$ cat config.mk
export PLATFORM = sky130hd
export DESIGN_NAME = ddr2_frame_burst_arbiter
export DESIGN_NICKNAME = d
export VERILOG_FILES = /design/src/rtl/ddr2_client_pkg.sv /design/src/rtl/ddr2_frame_addr_gen.sv /design/src/rtl/ddr2_frame_burst_arbiter.sv
export SDC_FILE = /design/constraint.sdc
export NUM_CORES = 1
export LEC_CHECK = 0
export ABC_AREA = 0
export CORE_MARGIN = 3
export CORE_UTILIZATION = 53
export CTS_BUF_LIST = sky130_fd_sc_hd__clkbuf_4 sky130_fd_sc_hd__clkbuf_8
export CTS_CLUSTER_SIZE = 28
export DETAILED_ROUTE_END_ITERATION = 16
export GPL_TIMING_DRIVEN = 0
export PLACE_DENSITY_LB_ADDON = 0.2
export SYNTH_ARGS = -nofsm -noshare
export SYNTH_HDL_FRONTEND = slang
export SYNTH_SLANG_ARGS = --single-unit
$ cat constraint.sdc
create_clock -name phy_clk -period 4.4 [get_ports phy_clk]
set_input_delay 0.44 -clock phy_clk [delete_from_list [all_inputs] [get_ports phy_clk]]
set_output_delay 0.44 -clock phy_clk [all_outputs]
set_load 0.01 [all_outputs]
$ cat src/rtl/ddr2_client_pkg.sv
// Shared types for the DDR2 local-port client: arbiter FSM states and grant owner.
package ddr2_client_pkg;

   typedef enum logic [1:0] {
      IDLE     = 2'd0,
      WR_BURST = 2'd1,
      RD_REQ   = 2'd2
   } state_t;

   typedef enum logic {
      GR_WR = 1'b0,
      GR_RD = 1'b1
   } grant_t;

endpackage

$ cat src/rtl/ddr2_frame_addr_gen.sv
// Frame-buffer burst address counter: steps by one burst, wraps at frame end with a
// done pulse, and supports a restart request that is deferred while a burst is open.
module ddr2_frame_addr_gen #(
   parameter int ADDR_W      = 25,
   parameter int BURST_LEN   = 4,
   parameter int FRAME_WORDS = 153600,
   parameter int FB_BASE     = 0
) (
   input  logic              i_clk,
   input  logic              i_rst,
   input  logic              i_start,
   input  logic              i_busy,
   input  logic              i_adv,
   output logic [ADDR_W-1:0] o_addr,
   output logic              o_done
);

   localparam logic [ADDR_W:0]   LP_END  = (ADDR_W+1)'(FB_BASE + FRAME_WORDS);
   localparam logic [ADDR_W-1:0] LP_BASE = ADDR_W'(FB_BASE);
   localparam logic [ADDR_W-1:0] LP_STEP = ADDR_W'(BURST_LEN);

   logic [ADDR_W-1:0] r_addr;
   logic              r_pend;
   logic              r_done;
   logic [ADDR_W:0]   w_sum;
   logic              w_wrap;

   assign w_sum  = {1'b0, r_addr} + {1'b0, LP_STEP};
   assign w_wrap = (w_sum == LP_END);

   always_ff @(posedge i_clk) begin
      if (i_rst) begin
         r_addr <= LP_BASE;
         r_pend <= 1'b0;
         r_done <= 1'b0;
      end else begin
         r_done <= 1'b0;
         if (i_adv) begin
            r_pend <= 1'b0;
            // A restart requested during the burst replaces the increment and suppresses done
            if (r_pend || i_start) begin
               r_addr <= LP_BASE;
            end else if (w_wrap) begin
               r_addr <= LP_BASE;
               r_done <= 1'b1;
            end else begin
               r_addr <= w_sum[ADDR_W-1:0];
            end
         end else if (i_start) begin
            if (i_busy) begin
               r_pend <= 1'b1;
            end else begin
               r_addr <= LP_BASE;
            end
         end
      end
   end

   assign o_addr = r_addr;
   assign o_done = r_done;

endmodule

$ cat src/rtl/ddr2_frame_burst_arbiter.sv
// Round-robin client of the DDR2 local port: CMOS write bursts from a show-ahead FIFO and
// Ethernet read commands gated by read-FIFO space and the outstanding-beat budget.
module ddr2_frame_burst_arbiter
   import ddr2_client_pkg::*;
#(
   parameter int ADDR_W      = 25,
   parameter int DATA_W      = 32,
   parameter int BE_W        = 4,
   parameter int SIZE_W      = 3,
   parameter int BURST_LEN   = 4,
   parameter int FRAME_WORDS = 153600,
   parameter int FB_BASE     = 0,
   parameter int LVL_W       = 11,
   parameter int MAX_OUTST   = 16
) (
   input  logic              phy_clk,
   input  logic              reset_phy_clk,
   input  logic              local_init_done,
   input  logic              local_ready,
   output logic [ADDR_W-1:0] local_address,
   output logic [SIZE_W-1:0] local_size,
   output logic              local_burstbegin,
   output logic              local_write_req,
   output logic              local_read_req,
   output logic [DATA_W-1:0] local_wdata,
   output logic [BE_W-1:0]   local_be,
   input  logic [DATA_W-1:0] local_rdata,
   input  logic              local_rdata_valid,
   input  logic [LVL_W-1:0]  wr_fifo_level,
   input  logic [DATA_W-1:0] wr_fifo_dout,
   output logic              wr_fifo_rd_en,
   input  logic [LVL_W-1:0]  rd_fifo_space,
   output logic              rd_fifo_wr_en,
   output logic [DATA_W-1:0] rd_fifo_din,
   input  logic              rd_enable,
   input  logic              wr_frame_start,
   input  logic              rd_frame_start,
   output logic              wr_frame_done,
   output logic              rd_frame_done
);

   localparam logic [LVL_W:0]    LP_BL   = (LVL_W+1)'(BURST_LEN);
   localparam logic [LVL_W:0]    LP_BLM1 = (LVL_W+1)'(BURST_LEN - 1);
   localparam logic [LVL_W:0]    LP_MAX  = (LVL_W+1)'(MAX_OUTST);
   localparam logic [LVL_W:0]    LP_ONE  = (LVL_W+1)'(1);
   localparam logic [LVL_W-1:0]  LP_LVL  = LVL_W'(BURST_LEN);
   localparam logic [SIZE_W-1:0] LP_LAST = SIZE_W'(BURST_LEN - 1);

   state_t            r_state;
   state_t            w_state_nxt;
   grant_t            r_last_grant;
   logic [SIZE_W-1:0] r_beat;
   logic [LVL_W:0]    r_outst;
   logic [LVL_W:0]    w_outst_need;
   logic              w_wr_elig;
   logic              w_rd_elig;
   logic              w_wr_acc;
   logic              w_wr_last;
   logic              w_rd_acc;
   logic [ADDR_W-1:0] w_wr_addr;
   logic [ADDR_W-1:0] w_rd_addr;

   // Compare one bit wider than the FIFO level so the budget sum cannot overflow
   assign w_outst_need = r_outst + LP_BL;
   assign w_wr_elig    = local_init_done && (wr_fifo_level >= LP_LVL);
   assign w_rd_elig    = local_init_done && rd_enable &&
                         ({1'b0, rd_fifo_space} >= w_outst_need) && (w_outst_need <= LP_MAX);

   assign w_wr_acc  = (r_state == WR_BURST) && local_ready;
   assign w_wr_last = w_wr_acc && (r_beat == LP_LAST);
   assign w_rd_acc  = (r_state == RD_REQ) && local_ready;

   always_ff @(posedge phy_clk) begin
      if (reset_phy_clk) begin
         r_state      <= IDLE;
         r_last_grant <= GR_RD;
         r_beat       <= '0;
      end else begin
         r_state <= w_state_nxt;
         if (w_wr_acc) begin
            r_beat <= w_wr_last ? '0 : r_beat + 1'b1;
         end
         if (w_wr_last) begin
            r_last_grant <= GR_WR;
         end else if (w_rd_acc) begin
            r_last_grant <= GR_RD;
         end
      end
   end

   always_ff @(posedge phy_clk) begin
      if (reset_phy_clk) begin
         r_outst <= '0;
      end else begin
         case ({w_rd_acc, local_rdata_valid})
            2'b10:   r_outst <= r_outst + LP_BL;
            2'b01:   r_outst <= r_outst - LP_ONE;
            2'b11:   r_outst <= r_outst + LP_BLM1;
            default: r_outst <= r_outst;
         endcase
      end
   end

   always_comb begin
      w_state_nxt = r_state;
      case (r_state)
         IDLE: begin
            if (w_wr_elig && w_rd_elig) begin
               w_state_nxt = (r_last_grant == GR_RD) ? WR_BURST : RD_REQ;
            end else if (w_wr_elig) begin
               w_state_nxt = WR_BURST;
            end else if (w_rd_elig) begin
               w_state_nxt = RD_REQ;
            end
         end
         WR_BURST: if (w_wr_last) w_state_nxt = IDLE;
         RD_REQ:   if (w_rd_acc)  w_state_nxt = IDLE;
         default:  w_state_nxt = IDLE;
      endcase
   end

   always_comb begin
      local_write_req  = 1'b0;
      local_read_req   = 1'b0;
      local_burstbegin = 1'b0;
      local_address    = '0;
      local_wdata      = '0;
      case (r_state)
         WR_BURST: begin
            local_write_req  = 1'b1;
            local_burstbegin = (r_beat == '0);
            local_address    = w_wr_addr;
            local_wdata      = wr_fifo_dout;
         end
         RD_REQ: begin
            local_read_req   = 1'b1;
            local_burstbegin = 1'b1;
            local_address    = w_rd_addr;
         end
         default: ;
      endcase
   end

   assign local_size    = SIZE_W'(BURST_LEN);
   assign local_be      = '1;
   assign wr_fifo_rd_en = w_wr_acc;
   assign rd_fifo_wr_en = local_rdata_valid;
   assign rd_fifo_din   = local_rdata;

   ddr2_frame_addr_gen #(
      .ADDR_W      (ADDR_W),
      .BURST_LEN   (BURST_LEN),
      .FRAME_WORDS (FRAME_WORDS),
      .FB_BASE     (FB_BASE)
   ) u_wr_addr (
      .i_clk   (phy_clk),
      .i_rst   (reset_phy_clk),
      .i_start (wr_frame_start),
      .i_busy  (r_state == WR_BURST),
      .i_adv   (w_wr_last),
      .o_addr  (w_wr_addr),
      .o_done  (wr_frame_done)
   );

   ddr2_frame_addr_gen #(
      .ADDR_W      (ADDR_W),
      .BURST_LEN   (BURST_LEN),
      .FRAME_WORDS (FRAME_WORDS),
      .FB_BASE     (FB_BASE)
   ) u_rd_addr (
      .i_clk   (phy_clk),
      .i_rst   (reset_phy_clk),
      .i_start (rd_frame_start),
      .i_busy  (r_state == RD_REQ),
      .i_adv   (w_rd_acc),
      .o_addr  (w_rd_addr),
      .o_done  (rd_frame_done)
   );

endmodule
==> out/summary.md, run 1 <==
* **Slowest Stage Delay on Critical Path** 0.55 ns
* **storage element area** 1361 um2
* **number of failing hold endpoints at the final stage** 0
* **largest net degree at the start of global routing** 13
* **area of combinational cells with multiple inputs** 4167 um2
* **Non-Filler Cell Area, Final** 8134 um2
* **fraction of final layout cells with drive strength greater than 1** 0.09482
* **total via count after detailed routing** 6936
* **Port Buffer Count** 152
* **# fillers** 936
* **Net Sw Power** 0.5461 mW
* **number of global-route vias before repair** 6361
* **RSZ-0062 raised after global routing** no
* **first-pass iteration count of the detailed router** 6
* **EDFF count, synth** 0
* **global-route usage over all layers** 0.2993
* **Crit path required time** 4.68 ns
* **Worst IR Drop VDD** 221.5 uV
* **Crit. End Element** flip-flop
* **Worst Tran Pin Value** 1.042 ns
* **maximum fanout along the worst path** 9
* **H-tree lvl count** 3
* **classification of the worst-slack hold path** reg2reg
* **DIE AREA** 13000 um2
* **final net count** 1145
* **cts hold-fix bufs** 0
* **total wirelength of the detailed-routed design** 20000 um
* **area of placed instances** 7909 um2
* **crit path cell chain** clkdlybuf4s50_1 -> and2_1 -> clkbuf_1 -> nand2_1 -> ha_1 -> o211ai_1 -> a21oi_1 -> nor3_1 -> nor3_1 -> a31o_2 -> mux2_2 -> a31oi_1
* **initial antenna violation count** 0
* **category of the worst setup path launch point** input port
* **ys flop type** sky130_fd_sc_hd__dfxtp_1
* **Resize count post-CTS** 0
* **Clock Power Share** 0.332
* **share of synthesized registers carrying an async set or reset** 0
* **Synth cell types** 67
* **kind of critical path** in2reg
* **Core ar.** 11130 um2
* **most used cell along the critical path** sky130_fd_sc_hd__nor3_1
* **status** completed
* **number of buffers created by CTS** 9
* **post-CTS setup buffers** 0
* **leading cell type in the layout, fill and taps excluded** sky130_fd_sc_hd__clkdlybuf4s50_1
* **Final Max Slew Viols** 0
* **initial standard-cell utilization of the core** 0.5560
* **Setup Skew** 0.009607 ns
* **total power of the final layout** 1.800 mW
* **deepest clock path buffer count** 2
* **root cell of the clock tree** sky130_fd_sc_hd__clkbuf_8
* **Maximum Capacitance Violations** 0
* **post-synthesis cell area** 6186 um2
* **part of the power in combinational logic** 0.299
* **Synth Instances** 848
* **# IOs** 197
* **DP HPWL** 15430 um
* **routed length per placed instance** 17.19 um
* **syn_area_per_cell** 7.295 um2
* **total setup violations reported at the end of the flow** 0
* **overflow left after global routing** 0
* **CTS clk-pin slew, worst paths** 0.08 ns
* **top achievable clock speed** 0.2904 GHz
* **synthesis warning total** 0
* **P per Cell Area** 221.3 nW/um2
* **global-route wire length before repair** 31900 um
* **Iter 0 DRT Violations** 660
* **number of synthesized register bits** 68
* **internal portion of total power** 1.254 mW
* **final worst path period need** 3.443 ns
* **share of power burned in registers** 0.370
* **worst hold slack across all endpoints** 0.4885 ns
* **area growth from synthesis to final layout** 31.49%
* **Slew HR** 0.3001
* **Vias/cell** 5.964
* **Residual DRC** 0
* **latest clock arrival within the worst-skew pair** 0.36 ns
* **utilization of the core after routing** 0.7311
* **height of the die** 114.0 um
* **floorplan row count** 38
* **clock tree from TritonCTS** built
* **remaining antenna violation count after routing** 0
* **TNS Setup** 0 ns
* **antenna cell count** 0
* **Static Leakage** 2.902 nW
* **crit share post-route** 0.7826
* **worst endpoint data arrival time** 3.72 ns
* **slowest CP cell** sky130_fd_sc_hd__clkdlybuf4s50_1
* **horizontal die dimension** 114.0 um
* **most frequent cells in the layout** 152 x sky130_fd_sc_hd__clkdlybuf4s50_1, 73 x sky130_fd_sc_hd__nor2_1, 68 x sky130_fd_sc_hd__dfxtp_1
* **number of clock sinks seen by CTS** 68
* **proportion of total power due to net switching** 0.3034
* **sequential share of the synthesized area** 0.2201
* **placer's final routability congestion estimate** 0.9803
-- synth_stat cells (all sizes together), types with 2 or more instances --
| cell type | count | area (um2) |
|---|---|---|
| nor2 | 73 | 274.0 |
| dfxtp | 68 | 1361 |
| buf | 67 | 446.7 |
| nand2 | 62 | 240.2 |
| a21oi | 48 | 240.2 |
| clkbuf | 40 | 151.4 |
| and2 | 38 | 237.7 |
| nand3 | 36 | 180.2 |
| nor3 | 36 | 196.4 |
| o21ai | 35 | 175.2 |
| a22oi | 33 | 247.7 |
| ha | 33 | 412.9 |
| nor2b | 30 | 187.7 |
| inv | 23 | 86.33 |
| xnor2 | 23 | 201.4 |
| nand4 | 18 | 118.9 |
| a211oi | 17 | 132.6 |
| nor4 | 17 | 112.6 |
| xor2 | 13 | 113.9 |
| a31oi | 12 | 75.07 |
| or3 | 12 | 75.07 |
| a311oi | 11 | 96.34 |
| o211ai | 11 | 82.58 |
| and3 | 10 | 62.56 |
| nand2b | 10 | 62.56 |
| and4 | 9 | 80.08 |
| nor4b | 6 | 52.55 |
| o31ai | 6 | 45.04 |
| a21boi | 5 | 37.54 |
| a21o | 5 | 37.54 |
| a41oi | 5 | 43.79 |
| o21a | 5 | 37.54 |
| mux2 | 3 | 33.78 |
| o2111ai | 3 | 32.53 |
| a22o | 2 | 17.52 |
| a32oi | 2 | 17.52 |
| and4b | 2 | 20.02 |
| conb | 2 | 7.510 |
| nand4b | 2 | 17.52 |
| nor3b | 2 | 15.01 |
-- cells by family after synthesis --
group / share of synthesized area
buf+inv: 0.1106
fa+ha+maj: 0.06675
flops: 0.2201
mux: 0.005461
simple gates: 0.3184
xor+xnor: 0.05097
compound gates: 0.2265
other cells: 0.001214
-- power by group through the flow --
stage | combinational, mW | clock [mW] | sequential (mW)
after CTS | 0.537 | 0.602 | 0.664
after detailed placement | 0.534 | 0 | 0.679
after global placement | 0.523 | 0 | 0.679
after global routing | 0.593 | 0.627 | 0.669
after floorplan | 0.330 | 0 | 0.672
final | 0.538 | 0.597 | 0.665
-- metrics by stage --
| stage | setup WS [ns] | std cells |
|---|---|---|
| final | 0.9567 | 1163 |
| after global placement | 0.6854 | 1147 |
| after floorplan | 1.480 | 855 |
| after detailed placement | 0.6466 | 1147 |
| after CTS | 0.9852 | 1163 |
| after global routing | 0.6667 | 1163 |
-- layout make-up --
| class | instances | area share |
|---|---|---|
| Timing Repair Buffer | 152 | 0.1870 |
| Tap cell | 140 | 0.02154 |
| Buffer | 107 | 0.07353 |
| Inverter | 23 | 0.01061 |
| Multi-Input combinational cell | 657 | 0.5122 |
| Clock buffer | 10 | 0.01692 |
| Sequential cell | 68 | 0.1674 |
| Clock inverter | 6 | 0.01077 |
-- flip-flops by register name (all words and copies together), names as in the netlist --
signal            count
u_rd_addr.o_done      1
u_rd_addr.r_pend      1
u_wr_addr.o_done      1
u_wr_addr.r_pend      1
r_beat                3
r_state               2
r_outst              12
u_rd_addr.o_addr     23
r_last_grant          1
u_wr_addr.o_addr     23
-- per-layer routing --
metal / track usage / wire length [um]
met5: 0 / 0
met4: 0.08551 / 413
met3: 0.05146 / 1827
met2: 0.4918 / 9447
met1: 0.4039 / 8306
-- worst paths after layout --
kind | from | endpoint | slack, ns | depth (start not counted)
min | r_beat[1] | r_beat[1] | 0.49 | 2
max reg2reg | r_state[0] | r_outst[11] | 0.98 | 13
max | local_ready | r_outst[11] | 0.96 | 12
min reg2reg | r_beat[1] | r_beat[1] | 0.49 | 2
-- critical path: cells and delay by family --
kind | cells | cell delay [ns]
simple gates | 4 | 0.89
mux | 1 | 0.33
buf+inv | 2 | 0.83
fa+ha+maj | 1 | 0.45
compound gates | 4 | 0.77
Power figures use the tool's default switching activity.
==> inputs of run 2 (changes only) <==
- CORE_UTILIZATION: 53 -> 49
- clock period: 4.4 -> 3.6 ns (I/O delays scaled with it)
==> run 2 against run 1 <==
Effect of this change: combinational power up 22%; via count decreased by 1.3%; routed wire length is 3.0% lower; worst setup slack worse by 0.61 ns; hold slack improved by 0.011 ns; global-route usage decreased by 3.0 points; sequential share of layout area about the same; final cell count is 2.4% higher; die area up 7.7%.
==> out/summary.md, run 2 (synthesis results as in run 1) <==
* **status** completed
* **CTS clk-pin slew, worst paths** 0.07 ns
* **crit path cell chain** inv_1 -> ha_1 -> and2_1 -> clkbuf_1 -> nand2_2 -> ha_1 -> o211ai_1 -> a21oi_1 -> nor3_1 -> nor3_1 -> a31o_2 -> mux2_2 -> a31oi_1
* **maximum fanout along the worst path** 9
* **slowest CP cell** sky130_fd_sc_hd__ha_1
* **TNS Setup** 0 ns
* **leading cell type in the layout, fill and taps excluded** sky130_fd_sc_hd__clkdlybuf4s50_1
* **floorplan row count** 40
* **global-route wire length before repair** 31160 um
* **Iter 0 DRT Violations** 657
* **final net count** 1145
* **final worst path period need** 3.251 ns
* **worst endpoint data arrival time** 3.55 ns
* **clock tree from TritonCTS** built
* **# IOs** 197
* **initial antenna violation count** 0
* **Crit path required time** 3.90 ns
* **end of the worst register-to-register path** r_outst[11]
* **total setup violations reported at the end of the flow** 0
* **number of buffers created by CTS** 9
* **crit share post-route** 0.9031
* **remaining antenna violation count after routing** 0
* **Slew HR** 0.3249
* **count of placed standard cells including taps** 1175
* **H-tree lvl count** 3
* **classification of the worst-slack hold path** reg2reg
* **root cell of the clock tree** sky130_fd_sc_hd__clkbuf_8
* **# fillers** 1115
* **deepest clock path buffer count** 2
* **initial standard-cell utilization of the core** 0.5086
* **Port Buffer Count** 152
* **Slowest Stage Delay on Critical Path** 0.43 ns
* **P per Cell Area** 254.9 nW/um2
* **routed length per placed instance** 16.29 um
* **first-pass iteration count of the detailed router** 5
* **largest net degree at the start of global routing** 11
* **Worst Tran Pin Value** 1.005 ns
* **Residual DRC** 0
* **critical path endpoint** r_outst[11]
* **Setup Skew** 0.01328 ns
* **DP HPWL** 15170 um
* **FF-to-FF setup slack** 0.35 ns
* **number of clock sinks seen by CTS** 68
* **Worst IR Drop VDD** 300.5 uV
* **Worst R2R Path Depth** 13
* **launching element of the worst setup path** r_state[0]
* **height of the die** 118.4 um
* **horizontal die dimension** 118.4 um
* **antenna cell count** 0
* **Vias/cell** 5.750
* **utilization of the core after routing** 0.6680
* **FF-to-FF Start** r_state[0]
* **total wirelength of the detailed-routed design** 19410 um
* **Crit. End Element** flip-flop
* **Maximum Capacitance Violations** 0
* **DIE AREA** 14010 um2
* **top achievable clock speed** 0.3076 GHz
* **most frequent cells in the layout** 152 x sky130_fd_sc_hd__clkdlybuf4s50_1, 73 x sky130_fd_sc_hd__nor2_1, 68 x sky130_fd_sc_hd__dfxtp_1
* **global-route usage over all layers** 0.2694
* **Final Max Slew Viols** 0
* **latest clock arrival within the worst-skew pair** 0.38 ns
* **fraction of final layout cells with drive strength greater than 1** 0.09580
* **overflow left after global routing** 0
* **number of failing hold endpoints at the final stage** 0
* **kind of critical path** reg2reg
* **placer's final routability congestion estimate** 0.9674
* **number of global-route vias before repair** 6233
* **total via count after detailed routing** 6848
* **Core ar.** 12160 um2
* **category of the worst setup path launch point** flip-flop
* **Static Leakage** 2.896 nW
* **area growth from synthesis to final layout** 31.33%
* **post-layout instance count excluding filler cells** 1191
-- run 2: cell count changes in the layout (fill, tap and decap cells not counted) --
cell / before / now
sky130_fd_sc_hd__clkbuf_4: 0 / 4
sky130_fd_sc_hd__clkinvlp_4: 3 / 0
sky130_fd_sc_hd__bufinv_16: 2 / 0
sky130_fd_sc_hd__a21boi_0: 5 / 4
sky130_fd_sc_hd__a21boi_1: 0 / 1
sky130_fd_sc_hd__clkinv_2: 1 / 2
sky130_fd_sc_hd__nand2_1: 61 / 60
sky130_fd_sc_hd__nand2_2: 0 / 1
-- run 2: timing repair --
item,CTS,global route
hold endpoints to repair,0,0
setup endpoints to repair,0,2
buffers inserted,0,0
hold buffers,0,0
gates resized for setup,0,2
-- run 2: worst min path at each step --
stage | slack (ns) | startpoint | endpoint | cells after the start
after floorplan | 0.45 | r_beat[1] | r_beat[1] | 2
after global placement | 0.47 | r_beat[1] | r_beat[1] | 2
after detailed placement | 0.48 | r_beat[1] | r_beat[1] | 2
after CTS | 0.47 | local_rdata_valid | r_outst[8] | 3
after global routing | 0.51 | r_beat[1] | r_beat[1] | 2
final | 0.50 | r_beat[1] | r_beat[1] | 2
-- run 2: per-stage QoR --
stage | worst slack, ns | hold slack [ns] | total power [mW] | cell area (um2)
floorplan | 0.6795 | 0.4530 | 1.225 | 6212
global placement | -0.06993 | 0.4697 | 1.472 | 7944
detailed placement | -0.08450 | 0.4767 | 1.484 | 7944
CTS | 0.2351 | 0.4716 | 2.076 | 8122
global route | -0.004661 | 0.5141 | 2.180 | 8124
finish | 0.3489 | 0.4997 | 2.071 | 8124
-- run 2: critical path: cells and delay by family, from the launching register on --
family | cells | cell delay [ns]
simple gates | 4 | 0.75
compound gates | 4 | 0.75
fa+ha+maj | 2 | 0.62
buf+inv | 2 | 0.38
flops | 1 | 0.33
mux | 1 | 0.33
-- run 2: cell type report --
cell class                      count  area, um2  area share
Multi-Input combinational cell    657       4169      0.5132
Timing Repair Buffer              152       1521      0.1873
Sequential cell                    68       1361      0.1676
Buffer                            107      598.1     0.07362
Tap cell                          168      210.2     0.02587
Clock buffer                       14      167.7     0.02064
Inverter                           23      86.33     0.01063
Clock inverter                      2      10.01    0.001232
-- run 2: where the power goes --
part | switching (mW) | internal [mW]
logic | 0.308 | 0.349
registers | 0.0373 | 0.777
clock network | 0.302 | 0.298
-- run 2: layer usage --
| layer | global-route usage | routed length, um | vias up |
|---|---|---|---|
| li1 | - | - | 3370 |
| met3 | 0.05981 | 1624 | 46 |
| met2 | 0.4573 | 9428 | 311 |
| met4 | 0.08791 | 467 | 0 |
| met1 | 0.3383 | 7884 | 3121 |
| met5 | 0 | 0 | - |
==> inputs of run 3 (changes only) <==
- CORE_MARGIN: 3 -> 2
- REMOVE_ABC_BUFFERS: not set -> 1
==> run 3 against run 2 <==
Effect of this change: sequential share of layout area grew 1.8 points; clock skew down 0.0040 ns; worst setup slack got worse by 0.060 ns; utilization decreased by 7.9 points; hold slack got worse by 0.037 ns; critical endpoint unchanged; largest cell class unchanged; largest power group unchanged.
==> out/summary.md, run 3 (synthesis results as in run 1) <==
* **status** completed
* **maximum fanout along the worst path** 17
* **number of buffer and inverter stages on the critical path** 1
* **Port Buffer Count** 121
* **proportion of total power due to net switching** 0.2991
* **part of the power in combinational logic** 0.266
* **DIE AREA** 13540 um2
* **number of failing hold endpoints at the final stage** 0
* **total via count after detailed routing** 6437
* **routed length per placed instance** 17.64 um
* **Worst IR Drop VDD** 304.3 uV
* **Vias/cell** 6.061
* **Static Leakage** 2.450 nW
* **leading cell type in the layout, fill and taps excluded** sky130_fd_sc_hd__clkdlybuf4s50_1
* **global-route usage over all layers** 0.2761
* **worst hold slack across all endpoints** 0.4622 ns
* **crit path cell chain** inv_1 -> ha_4 -> and2_2 -> nand2_2 -> ha_1 -> o211ai_1 -> a21oi_1 -> nor3_1 -> nor3_1 -> a31o_2 -> mux2_2 -> a31oi_1
* **global-route wire length before repair** 29680 um
* **FF-to-FF Start** r_state[0]
* **overflow left after global routing** 0
* **Crit. End Element** flip-flop
* **launching element of the worst setup path** r_state[0]
* **fraction of final layout cells with drive strength greater than 1** 0.04831
* **placer's final routability congestion estimate** 0.9195
* **slowest CP cell** sky130_fd_sc_hd__ha_1
* **# IOs** 197
* **startpoint of the tightest hold check path** reset_phy_clk
* **root cell of the clock tree** sky130_fd_sc_hd__clkbuf_8
* **Setup Skew** 0.009289 ns
* **antenna cell count** 0
* **final net count** 1012
* **number of clock sinks seen by CTS** 68
* **internal portion of total power** 1.489 mW
* **DP HPWL** 13870 um
* **final worst path period need** 3.311 ns
* **clock tree from TritonCTS** built
* **Maximum Capacitance Violations** 0
* **classification of the worst-slack hold path** in2reg
* **most frequent cells in the layout** 119 x sky130_fd_sc_hd__clkdlybuf4s50_1, 73 x sky130_fd_sc_hd__nor2_1, 68 x sky130_fd_sc_hd__dfxtp_1
* **Worst Tran Pin Value** 1.344 ns
* **deepest clock path buffer count** 2
* **initial standard-cell utilization of the core** 0.4962
* **RSZ-0062 raised after global routing** no
* **category of the worst setup path launch point** flip-flop
* **initial antenna violation count** 0
* **number of buffers created by CTS** 9
* **total wirelength of the detailed-routed design** 18730 um
* **Slowest Stage Delay on Critical Path** 0.46 ns
* **most used cell along the critical path** sky130_fd_sc_hd__nor3_1
* **Clock Power Share** 0.351
* **utilization of the core after routing** 0.5893
* **CTS clk-pin slew, worst paths** 0.08 ns
* **top achievable clock speed** 0.3020 GHz
* **number of global-route vias before repair** 5834
* **Net Sw Power** 0.6353 mW
* **latest clock arrival within the worst-skew pair** 0.37 ns
* **share of power burned in registers** 0.383
* **kind of critical path** reg2reg
* **floorplan row count** 41
* **family with the most delay on the worst path** simple AND/OR/NAND/NOR gates
* **height of the die** 116.4 um
* **P per Cell Area** 289.2 nW/um2
* **Iter 0 DRT Violations** 521
* **remaining antenna violation count after routing** 0
* **Final Max Slew Viols** 0
* **first-pass iteration count of the detailed router** 5
* **depth of the worst hold-timing path** 2
* **crit share post-route** 0.9198
* **Core ar.** 12470 um2
* **horizontal die dimension** 116.4 um
* **total setup violations reported at the end of the flow** 0
* **largest net degree at the start of global routing** 64
* **Residual DRC** 0
* **FF-to-FF setup slack** 0.29 ns
* **Slew HR** 0.09434
* **worst endpoint data arrival time** 3.61 ns
* **area growth from synthesis to final layout** 18.75%
* **Crit path required time** 3.90 ns
* **# fillers** 1162
* **Worst R2R Path Depth** 12
* **H-tree lvl count** 3
* **end of the worst register-to-register path** r_outst[11]
* **end of the worst hold path** u_rd_addr.o_addr[15]
run 3: cell count changes in the layout (fill, tap and decap cells not counted), sizes merged:
cell / delta
dlygate4sd2: +1
clkinv: -1
bufinv: +2
buf: -61
clkinvlp: +1
clkdlybuf4s50: -33
clkbuf: -42
run 3: repair_timing:
item	4_1_cts	5_1_grt
buffers inserted	0	1
endpoints found under the setup margin	6	2
hold buffers	0	0
gates resized for setup	4	1
run 3: per-layer routing:
| metal | track usage | routed length [um] | vias to the layer above |
|---|---|---|---|
| li1 | - | - | 3107 |
| met1 | 0.3695 | 8349 | 3043 |
| met2 | 0.4283 | 8466 | 259 |
| met3 | 0.07265 | 1583 | 28 |
| met4 | 0.09762 | 331 | 0 |
| met5 | 0.02222 | 0 | - |
run 3: cell type report:
type,count,area [um2],area share
tap,172,215.2,0.02930
timing repair buffer,126,1262,0.1719
inverter,23,86.33,0.01175
sequential,68,1361,0.1853
clock buffer,12,152.6,0.02078
multi-input combinational,657,4195,0.5711
clock inverter,4,72.57,0.009879
run 3: how the worst max path moves through the flow:
stage	cells after the start	to
final	12	r_outst[11]
after global routing	12	r_outst[8]
after CTS	12	r_outst[11]
after detailed placement	12	r_outst[11]
after global placement	7	u_rd_addr.o_addr[2]
after floorplan	12	r_outst[11]
run 3: through the flow:
| step | power (mW) | instance area, um2 | setup WS [ns] | setup TNS (ns) | instances |
|---|---|---|---|---|---|
| final | 2.124 | 7346 | 0.2887 | 0 | 1062 |
| after detailed placement | 1.392 | 7094 | -0.5787 | -1.614 | 1045 |
| after CTS | 2.133 | 7333 | 0.1001 | 0 | 1061 |
| after global placement | 1.365 | 7041 | -0.8310 | -18.06 | 1041 |
| after floorplan | 1.160 | 5614 | 0.2679 | 0 | 748 |
| after global routing | 2.232 | 7346 | 0.01993 | 0 | 1062 |
run 3: worst reg2reg max path: stages (launching register included):
cell and delay, ns:
sky130_fd_sc_hd__dfxtp_1 0.33, sky130_fd_sc_hd__inv_1 0.12, sky130_fd_sc_hd__ha_4 0.29, sky130_fd_sc_hd__and2_2 0.29, sky130_fd_sc_hd__nand2_2 0.19, sky130_fd_sc_hd__ha_1 0.47, sky130_fd_sc_hd__o211ai_1 0.15, sky130_fd_sc_hd__a21oi_1 0.20
sky130_fd_sc_hd__nor3_1 0.09, sky130_fd_sc_hd__nor3_1 0.36, sky130_fd_sc_hd__a31o_2 0.26, sky130_fd_sc_hd__mux2_2 0.34, sky130_fd_sc_hd__a31oi_1 0.17
run 3: power by group through the flow:
stage / sequential [mW] / clock, mW / combinational, mW
6_report: 0.814 / 0.745 / 0.565
5_1_grt: 0.819 / 0.784 / 0.629
4_1_cts: 0.813 / 0.754 / 0.565
3_5_place_dp: 0.831 / 0 / 0.561
3_3_place_gp: 0.829 / 0 / 0.536
2_1_floorplan: 0.821 / 0 / 0.339
